<file path="src/rtl/mem_loader.sv">
`timescale 1ns/1ps
// mem_loader
// ----------
// Assembles a host byte stream into 64-bit little-endian words and writes
// them to consecutive data-memory addresses. Load parameters (base address
// and word count) are captured when a start request is accepted in IDLE.
//
// Optional feature: define MEM_LOADER_CHKSUM_EN to add the 8-bit chksum
// output. It holds the modulo-256 sum of every byte accepted since the last
// start accept.
//
// Parameters:
//   ADDR_STRIDE  byte-address increment applied after each completed write
//
// Ports:
//   clk         clock, rising edge
//   reset       asynchronous reset, active low
//   start       begin a load (sampled only in IDLE)
//   base_addr   byte address of the first word (captured on start)
//   word_count  number of 64-bit words to write (captured on start)
//   s_valid     host byte valid
//   s_data      host byte payload
//   s_ready     loader accepts s_data this cycle
//   mem_ready   memory write port granted to the loader
//   mem_we      memory write request
//   mem_addr    memory write byte address
//   mem_wdata   memory write data
//   busy        high from start accept until the done pulse
//   done        one-cycle completion pulse
//   chksum      byte checksum (only with MEM_LOADER_CHKSUM_EN)
module mem_loader #(
  parameter int ADDR_STRIDE = 8
) (
  input  logic        clk,
  input  logic        reset,
  input  logic        start,
  input  logic [15:0] base_addr,
  input  logic [15:0] word_count,
  input  logic        s_valid,
  input  logic [7:0]  s_data,
  output logic        s_ready,
  input  logic        mem_ready,
  output logic        mem_we,
  output logic [15:0] mem_addr,
  output logic [63:0] mem_wdata,
  output logic        busy,
  output logic        done
`ifdef MEM_LOADER_CHKSUM_EN
  ,
  output logic [7:0]  chksum
`endif
);

  typedef enum logic [1:0] {
    IDLE  = 2'd0,
    FILL  = 2'd1,
    WRITE = 2'd2,
    DONE  = 2'd3
  } state_t;

  localparam logic [15:0] STRIDE = 16'(ADDR_STRIDE);

  state_t      state_q, state_d;
  logic [15:0] addr_q, addr_d;
  logic [63:0] wdata_q, wdata_d;
  logic [2:0]  byte_cnt_q, byte_cnt_d;
  logic [15:0] words_q, words_d;
`ifdef MEM_LOADER_CHKSUM_EN
  logic [7:0]  chk_q, chk_d;
`endif

  // State and datapath registers
  always_ff @(posedge clk or negedge reset) begin
    if (!reset) begin
      state_q    <= IDLE;
      addr_q     <= '0;
      wdata_q    <= '0;
      byte_cnt_q <= '0;
      words_q    <= '0;
`ifdef MEM_LOADER_CHKSUM_EN
      chk_q      <= '0;
`endif
    end else begin
      state_q    <= state_d;
      addr_q     <= addr_d;
      wdata_q    <= wdata_d;
      byte_cnt_q <= byte_cnt_d;
      words_q    <= words_d;
`ifdef MEM_LOADER_CHKSUM_EN
      chk_q      <= chk_d;
`endif
    end
  end

  // Next-state and datapath update
  always_comb begin
    state_d    = state_q;
    addr_d     = addr_q;
    wdata_d    = wdata_q;
    byte_cnt_d = byte_cnt_q;
    words_d    = words_q;
`ifdef MEM_LOADER_CHKSUM_EN
    chk_d      = chk_q;
`endif
    unique case (state_q)
      IDLE: begin
        if (start) begin
`ifdef MEM_LOADER_CHKSUM_EN
          chk_d = '0;
`endif
          if (word_count != 16'd0) begin
            state_d    = FILL;
            addr_d     = base_addr;
            words_d    = word_count;
            byte_cnt_d = '0;
          end else begin
            // Empty load: report completion without touching memory.
            state_d = DONE;
          end
        end
      end
      FILL: begin
        // s_ready is high throughout FILL, so s_valid alone means accept.
        if (s_valid) begin
          wdata_d[{byte_cnt_q, 3'b000} +: 8] = s_data;
          byte_cnt_d = 3'(byte_cnt_q + 3'd1);
`ifdef MEM_LOADER_CHKSUM_EN
          chk_d = 8'(chk_q + s_data);
`endif
          if (byte_cnt_q == 3'd7) begin
            state_d = WRITE;
          end
        end
      end
      WRITE: begin
        if (mem_ready) begin
          addr_d     = 16'(addr_q + STRIDE);
          words_d    = 16'(words_q - 16'd1);
          byte_cnt_d = '0;
          state_d    = (words_q == 16'd1) ? DONE : FILL;
        end
      end
      DONE: begin
        state_d = IDLE;
      end
    endcase
  end

  // Outputs decoded from the registered state
  always_comb begin
    s_ready = (state_q == FILL);
    mem_we  = (state_q == WRITE);
    busy    = (state_q == FILL) || (state_q == WRITE);
    done    = (state_q == DONE);
  end

  assign mem_addr  = addr_q;
  assign mem_wdata = wdata_q;
`ifdef MEM_LOADER_CHKSUM_EN
  assign chksum    = chk_q;
`endif

endmodule

</file>
<file path="config.mk">
export PLATFORM = sky130hd
export DESIGN_NAME = mem_loader
export DESIGN_NICKNAME = d
export VERILOG_FILES = /design/src/rtl/mem_loader.sv
export SDC_FILE = /design/constraint.sdc
export NUM_CORES = 1
export LEC_CHECK = 0
export BUFFER_PORTS_ARGS = -buffer_cell sky130_fd_sc_hd__buf_2
export CORE_UTILIZATION = 54
export CTS_CLUSTER_DIAMETER = 50
export CTS_CLUSTER_SIZE = 25
export DETAILED_ROUTE_END_ITERATION = 10
export GPL_ROUTABILITY_DRIVEN = 0
export HOLD_SLACK_MARGIN = 0.12
export PLACE_DENSITY = 0.78
export SETUP_SLACK_MARGIN = 0.2
export SLEW_MARGIN = 20
export SYNTH_ARGS = -nofsm -noshare
export SYNTH_HDL_FRONTEND = slang
export SYNTH_SLANG_ARGS = --single-unit
</file>
<file path="constraint.sdc">
create_clock -name clk -period 2.65 [get_ports clk]
set_input_delay 0.53 -clock clk [delete_from_list [all_inputs] [get_ports clk]]
set_output_delay 0.53 -clock clk [all_outputs]
set_load 0.02 [all_outputs]
</file>
* After elaboration in Yosys (flattened, before gate mapping)
Cells that the tools add are included.
** Word-level totals
- Bits of input ports :: 45
- Output and inout bits :: 84
- Bits in registers :: 101
- Logic and storage cells :: 51
** Cells by class
- Multiplexer cells :: 21
- Eq/ne operators :: 10
- Add/subtract/negate cells :: 4
- Reduce and logical (&&, ||, !) cells :: 9
- Shifts and indexed selects :: 2
** Operator list (number)
- 16-bit 2-to-1 mux :: 6
- 64-bit bitwise mux :: 1
- 16-bit one-hot mux with 2 select lines :: 2
- 8-bit by 8-bit variable shift with 64-bit output (first input constant) :: 1
- 8-bit by 8-bit indexed part select with 64-bit output :: 1
- 16-bit by 4-bit adder with 16-bit output (second input constant) :: 1
- 16-bit by 1-bit == test with 1-bit output (second input constant) :: 1
- 16-bit nonzero test :: 1
- 16-bit by 1-bit subtractor with 16-bit output (second input constant) :: 1
- 2-bit 2-to-1 mux :: 6
- 3-bit 2-to-1 mux :: 4
- 3-bit one-hot mux with 3 select lines :: 1
- 2-bit inequality test (second input constant) :: 4
- 6-bit negation with 8-bit output :: 1
- 2-bit one-hot mux with 4 select lines :: 1
- 4-bit AND reduction :: 2
- 5-bit AND reduction :: 1
- 2-bit == test (second input constant) :: 2
- 3-bit by 1-bit adder with 3-bit output (second input constant) :: 1
- 3-bit == test (second input constant) :: 1
- 3-bit nonzero test :: 1
- 2-bit by 1-bit == test with 1-bit output (second input constant) :: 1
- 2-bit logical NOT :: 1
- 2-bit by 1-bit inequality test with 1-bit output (second input constant) :: 1
- 3 further kinds :: 3

* Logic depth before layout (Yosys ltp)
- Depth in word-level cells :: 4
- Gate-level depth with buffers :: 9
- Gate-level depth less buffers :: 7

* Worst setup path before layout
No wires, ideal clock.
- Path kind :: register to register
- From :: reg byte_cnt_q[0]
- To :: reg wdata_q[0] (netlist: mem_wdata[0])
- Path buffers :: 2
- Slack :: 261 ps
- Library setup time :: 125 ps
- Stages on the path, launching flop included :: 9
- Data arrival time :: 2264 ps
- Period minus slack after synthesis :: 2389 ps
- Required time :: 2525 ps
- Cells stage by stage :: dfrtp_1 -> clkbuf_1 -> inv_1 -> ha_1 -> ha_1 -> or2b_1 -> or4_4 -> buf_6 -> mux2_4
** On the way
- Cells in the longest elaborated chain, start to end :: 3
- Elaborated cells between the ends (all ways) :: 4
- Those cells by class :: add/sub (1); shift (2); mux (1)
** Ends and longest elaborated chain
- start, declared :: RTL line 66 : logic [2:0] byte_cnt_q, byte_cnt_d;
- start signal, assigned :: RTL line 87 : byte_cnt_q <= byte_cnt_d;
- 6-bit negation with 8-bit output * :: RTL line 125 : wdata_d[{byte_cnt_q, 3'b000} +: 8] = s_data;
- 8-bit by 8-bit indexed part select with 64-bit output or 8-bit by 8-bit variable shift with 64-bit output (tied branches) :: RTL line 125
- 64-bit bitwise mux * :: RTL line 125
- end signal, assigned :: RTL line 86 : wdata_q <= wdata_d;
- end, declared :: RTL line 65 : logic [63:0] wdata_q, wdata_d;
Every way passes the cells marked *; elsewhere a longest branch is shown, timed or not.
A chain may end at the register's enable or synchronous reset.

* Worst setup path in the final report
- From :: reg state_q[1]
- To :: reg words_q[6]
** On the way
- Cells in the longest elaborated chain, start to end :: 3
- Elaborated cells between the ends (all ways) :: 8
- Those cells by class :: eq/ne (4); mux (1); reduce/logical (3)
** Ends and longest elaborated chain
- start, declared :: RTL line 63 : state_t state_q, state_d;
- start signal, assigned :: RTL line 84 : state_q <= state_d;
- 2-bit == test or 2-bit logical NOT (tied branches) :: RTL line 105 : unique case (state_q)
- 2-bit inequality test (no source line) or 2-bit nonzero test (tied branches)
- 4-bit AND reduction (no source line)
- end signal, assigned :: RTL line 88 : words_q <= words_d;
- end, declared :: RTL line 67 : logic [15:0] words_q, words_d;
Several ways; a longest one is shown, not always the timed one.

==> impl_metrics.env <==
export IMPL_setup_viol_count_final=0
export IMPL_slowest_delay_ns=0.52
export IMPL_worst_setup_path_type="register to register"
export IMPL_clock_sinks=101
export IMPL_p_per_area_nw_per_um2=981
export IMPL_synth_largest_area_cell="sky130_fd_sc_hd__dfrtp_1"
export IMPL_h_tree_depth=3
export IMPL_io_buffer_count=128
export IMPL_layout_drive_gt1_share=0.406
export IMPL_routed_wl_um=12700
export IMPL_horizontal_extent_of_the_die_um=101
export IMPL_grt_start_max_net_pins=43
export IMPL_ys_flop_type="sky130_fd_sc_hd__dfrtp_1"
export IMPL_coreArea_um2=9370
export IMPL_cts_hold_buffers_added=0
export IMPL_type_of_destination_of_the_critical_path="register"
export IMPL_cp_arrival_ns=2.59
export IMPL_area_growth_pct=18.4
export IMPL_cpMostUsedCell="sky130_fd_sc_hd__nand2_1"
export IMPL_p_leak_nw=3.16
export IMPL_period_share=0.877
export IMPL_ys_seq_area_frac=0.475
export IMPL_utilization=0.672
export IMPL_cts_repair_resized=0
export IMPL_cts_root_buf="sky130_fd_sc_hd__clkbuf_8"
export IMPL_final_common_cell="sky130_fd_sc_hd__buf_2"
export IMPL_cp_required_ns=2.92
export IMPL_timing_critical_path_slowest_stage_cell="sky130_fd_sc_hd__a21oi_2"
export IMPL_post_synth_top_area_fraction=0.475
export IMPL_ir_drop_worst_case_vdd_v=0.000617
export IMPL_most_common_layout_cells="sky130_fd_sc_hd__buf_2 (127), sky130_fd_sc_hd__dfrtp_1 (101), sky130_fd_sc_hd__mux2_2 (48)"
export IMPL_die_area_um2=10200
export IMPL_relSlewSlack=0.405
export IMPL_remaining_drc_errors=0
export IMPL_grt_setup_unrepaired="yes"
export IMPL_hold_path_class="input pin to async pin"
export IMPL_max_clock_path_buffers=2
export IMPL_drtIter0Drc=265
export IMPL_sequential_cell_area_um2=2530
export IMPL_worst_setup_hold_path_clk_slew_ns=0.12
export IMPL_tightest_slew_ns=0.890
export IMPL_period_minus_slack_ns=2.32
export IMPL_post_synth_num_cell_types=69
export IMPL_cts_tree="done"
export IMPL_start_util=0.567
export IMPL_postSynthAreaPerCell_um2=11.4
export IMPL_routed_via_count=4250
export IMPL_final_antenna_net_count=0
export IMPL_grt_overflow_total=0
export IMPL_multi_input_gate_area_in_the_final_layout_um2=2610
export IMPL_r2r_start="state_q[1]"
export IMPL_setup_worst_path_start="state_q[1]"
export IMPL_routedWlPerCell_um=17.5
export IMPL_antenna_found_initial=0
export IMPL_gr_usage_all_layers=0.257
export IMPL_maxClockFrequency_ghz=0.430
export IMPL_start_kind="register"
export IMPL_critPathMaxFanout=12
export IMPL_first_global_vias=4109
export IMPL_cts_repair_timing_setup_buffer_count=0
export IMPL_worst_skew_pair_late_latency_ns=0.38
export IMPL_total_number_of_nets_in_the_final_design=652
export IMPL_die_h_um=101
export IMPL_cap_violations=0
export IMPL_antenna_diode_count=0
export IMPL_finClkSkew_ns=0.0200
export IMPL_final_hold_viol_count=0
export IMPL_status="finished clean"
export IMPL_yosys_register_bits=101
export IMPL_synth_enable_flop_cells=0
export IMPL_mappedNetlistArea_um2=5320
export IMPL_final_setup_tns_ns=0
export IMPL_synth_nets=527
export IMPL_detail_route_vias_per_cell=5.85
export IMPL_path_cells="inv_1 > ha_1 > mux2_4 > nand2_1 > a21oi_2 > nand2_1 > a22o_1"
export IMPL_yosysWarnings=0
export IMPL_detailedRoute_firstPassIterationCount=5
export IMPL_slew_violations=0
export IMPL_io_pins=129
export IMPL_grt_pass1_wl_um=20400
export IMPL_fill_cells=729
export IMPL_dp_final_hpwl_um=9480
export IMPL_synth_area_leaders="sky130_fd_sc_hd__dfrtp_1 (48%), sky130_fd_sc_hd__mux2_2 (10%), sky130_fd_sc_hd__ha_1 (3.3%), sky130_fd_sc_hd__mux2_4 (2.5%), sky130_fd_sc_hd__mux2_1 (2.3%)"
export IMPL_numCtsBuffers=9
export IMPL_num_rows=35
export IMPL_synthesis_instances=468
export IMPL_async_flop_share=1.00
==> Yosys cell counts (2+ instances only) <==
cell type,instances
sky130_fd_sc_hd__nor4_4,4
sky130_fd_sc_hd__o21ai_1,4
sky130_fd_sc_hd__a21oi_1,18
sky130_fd_sc_hd__a31oi_1,7
sky130_fd_sc_hd__a22o_1,2
sky130_fd_sc_hd__and3_1,13
sky130_fd_sc_hd__inv_1,13
sky130_fd_sc_hd__o22ai_1,3
sky130_fd_sc_hd__buf_4,5
sky130_fd_sc_hd__buf_6,3
sky130_fd_sc_hd__ha_1,14
sky130_fd_sc_hd__mux2_1,11
sky130_fd_sc_hd__nand4_1,9
sky130_fd_sc_hd__a21o_1,2
sky130_fd_sc_hd__buf_2,5
sky130_fd_sc_hd__nand4b_1,2
sky130_fd_sc_hd__a2bb2oi_1,5
sky130_fd_sc_hd__mux2_2,48
sky130_fd_sc_hd__nand2b_1,4
sky130_fd_sc_hd__o21a_1,3
sky130_fd_sc_hd__o22a_1,4
sky130_fd_sc_hd__a22oi_1,2
sky130_fd_sc_hd__and4_1,4
sky130_fd_sc_hd__nand2_1,22
sky130_fd_sc_hd__nand3_1,13
sky130_fd_sc_hd__mux2_4,9
sky130_fd_sc_hd__o2111ai_1,2
sky130_fd_sc_hd__nor2_1,27
sky130_fd_sc_hd__clkbuf_1,9
sky130_fd_sc_hd__a211oi_2,3
sky130_fd_sc_hd__nor2_2,6
sky130_fd_sc_hd__o21ai_0,20
sky130_fd_sc_hd__mux2i_1,5
sky130_fd_sc_hd__o21ai_2,2
sky130_fd_sc_hd__dfrtp_1,101
sky130_fd_sc_hd__a21oi_2,2
sky130_fd_sc_hd__nor3_2,2
sky130_fd_sc_hd__nor3_1,12
sky130_fd_sc_hd__and2_1,18
==> metal layers <==
metal  wire length (µm)  GRT usage  up-vias
li1                   -          -     1963
met1               5470      0.328     2111
met2               6430      0.445      159
met3                692     0.0428       17
met4                153     0.0892        0
met5                  0          0        -
==> where the power goes <==
part           internal (W)  switching, W  leakage (nW)
clock network      0.000397      0.000589         0.101
registers           0.00194      0.000409          1.31
logic               0.00114       0.00169          1.75
==> layout make-up <==
class                      instances  area share
clock buffer                      10      0.0219
inverter                          14     0.00835
timing repair buffer             137       0.117
sequential                       101       0.402
multi-input combinational        330       0.415
tap                              129      0.0256
clock inverter                     6      0.0105
==> registers in the layout, summed over array words and instances, names as in the netlist <==
name / flops
state_q: 2
mem_wdata: 64
mem_addr: 16
words_q: 16
byte_cnt_q: 3
==> stage by stage <==
stage / std cells / total power [W] / worst slack, ns / cell area [µm²] / hold WS [ns]
finish: 727 / 0.00617 / 0.325 / 6290 / 0.133
global route: 727 / 0.00653 / 0.185 / 6290 / 0.174
CTS: 727 / 0.00616 / 0.221 / 6290 / 0.141
detailed placement: 711 / 0.00518 / 0.237 / 6080 / 0.472
global placement: 711 / 0.00505 / 0.388 / 6080 / 0.463
floorplan: 468 / 0.00436 / 0.261 / 5320 / 0.234
==> kinds of logic (layout without fill, tap and decap cells) <==
| logic type | count (synthesis) | after routing | share of synthesized area |
|---|---|---|---|
| compound gates | 90 | 90 | 0.117 |
| flops | 101 | 101 | 0.475 |
| buf+inv | 37 | 167 | 0.0351 |
| simple gates | 153 | 153 | 0.179 |
| fa+ha+maj | 14 | 14 | 0.0329 |
| mux | 73 | 73 | 0.160 |
==> worst paths after layout <==
path / slack (ns) / depth (start not counted) / end
setup / recovery: 0.33 / 7 / words_q[6]
hold / removal: 0.13 / 1 / mem_wdata[52]
setup reg to reg: 0.33 / 7 / words_q[6]
hold reg to reg: 0.49 / 1 / mem_wdata[27]
max in group asynchronous: 1.83 / 2 / words_q[5]
min in group clk: 0.36 / 2 / mem_addr[1]
==> critical path, delay by kind of cell, from the launching register on <==
| family | cells | cell delay, ns |
|---|---|---|
| flops | 1 | 0.42 |
| fa+ha+maj | 1 | 0.42 |
| compound gates | 2 | 0.77 |
| mux | 1 | 0.28 |
| buf+inv | 1 | 0.13 |
| simple gates | 2 | 0.20 |
No activity file was read; power rests on OpenSTA's default activity.
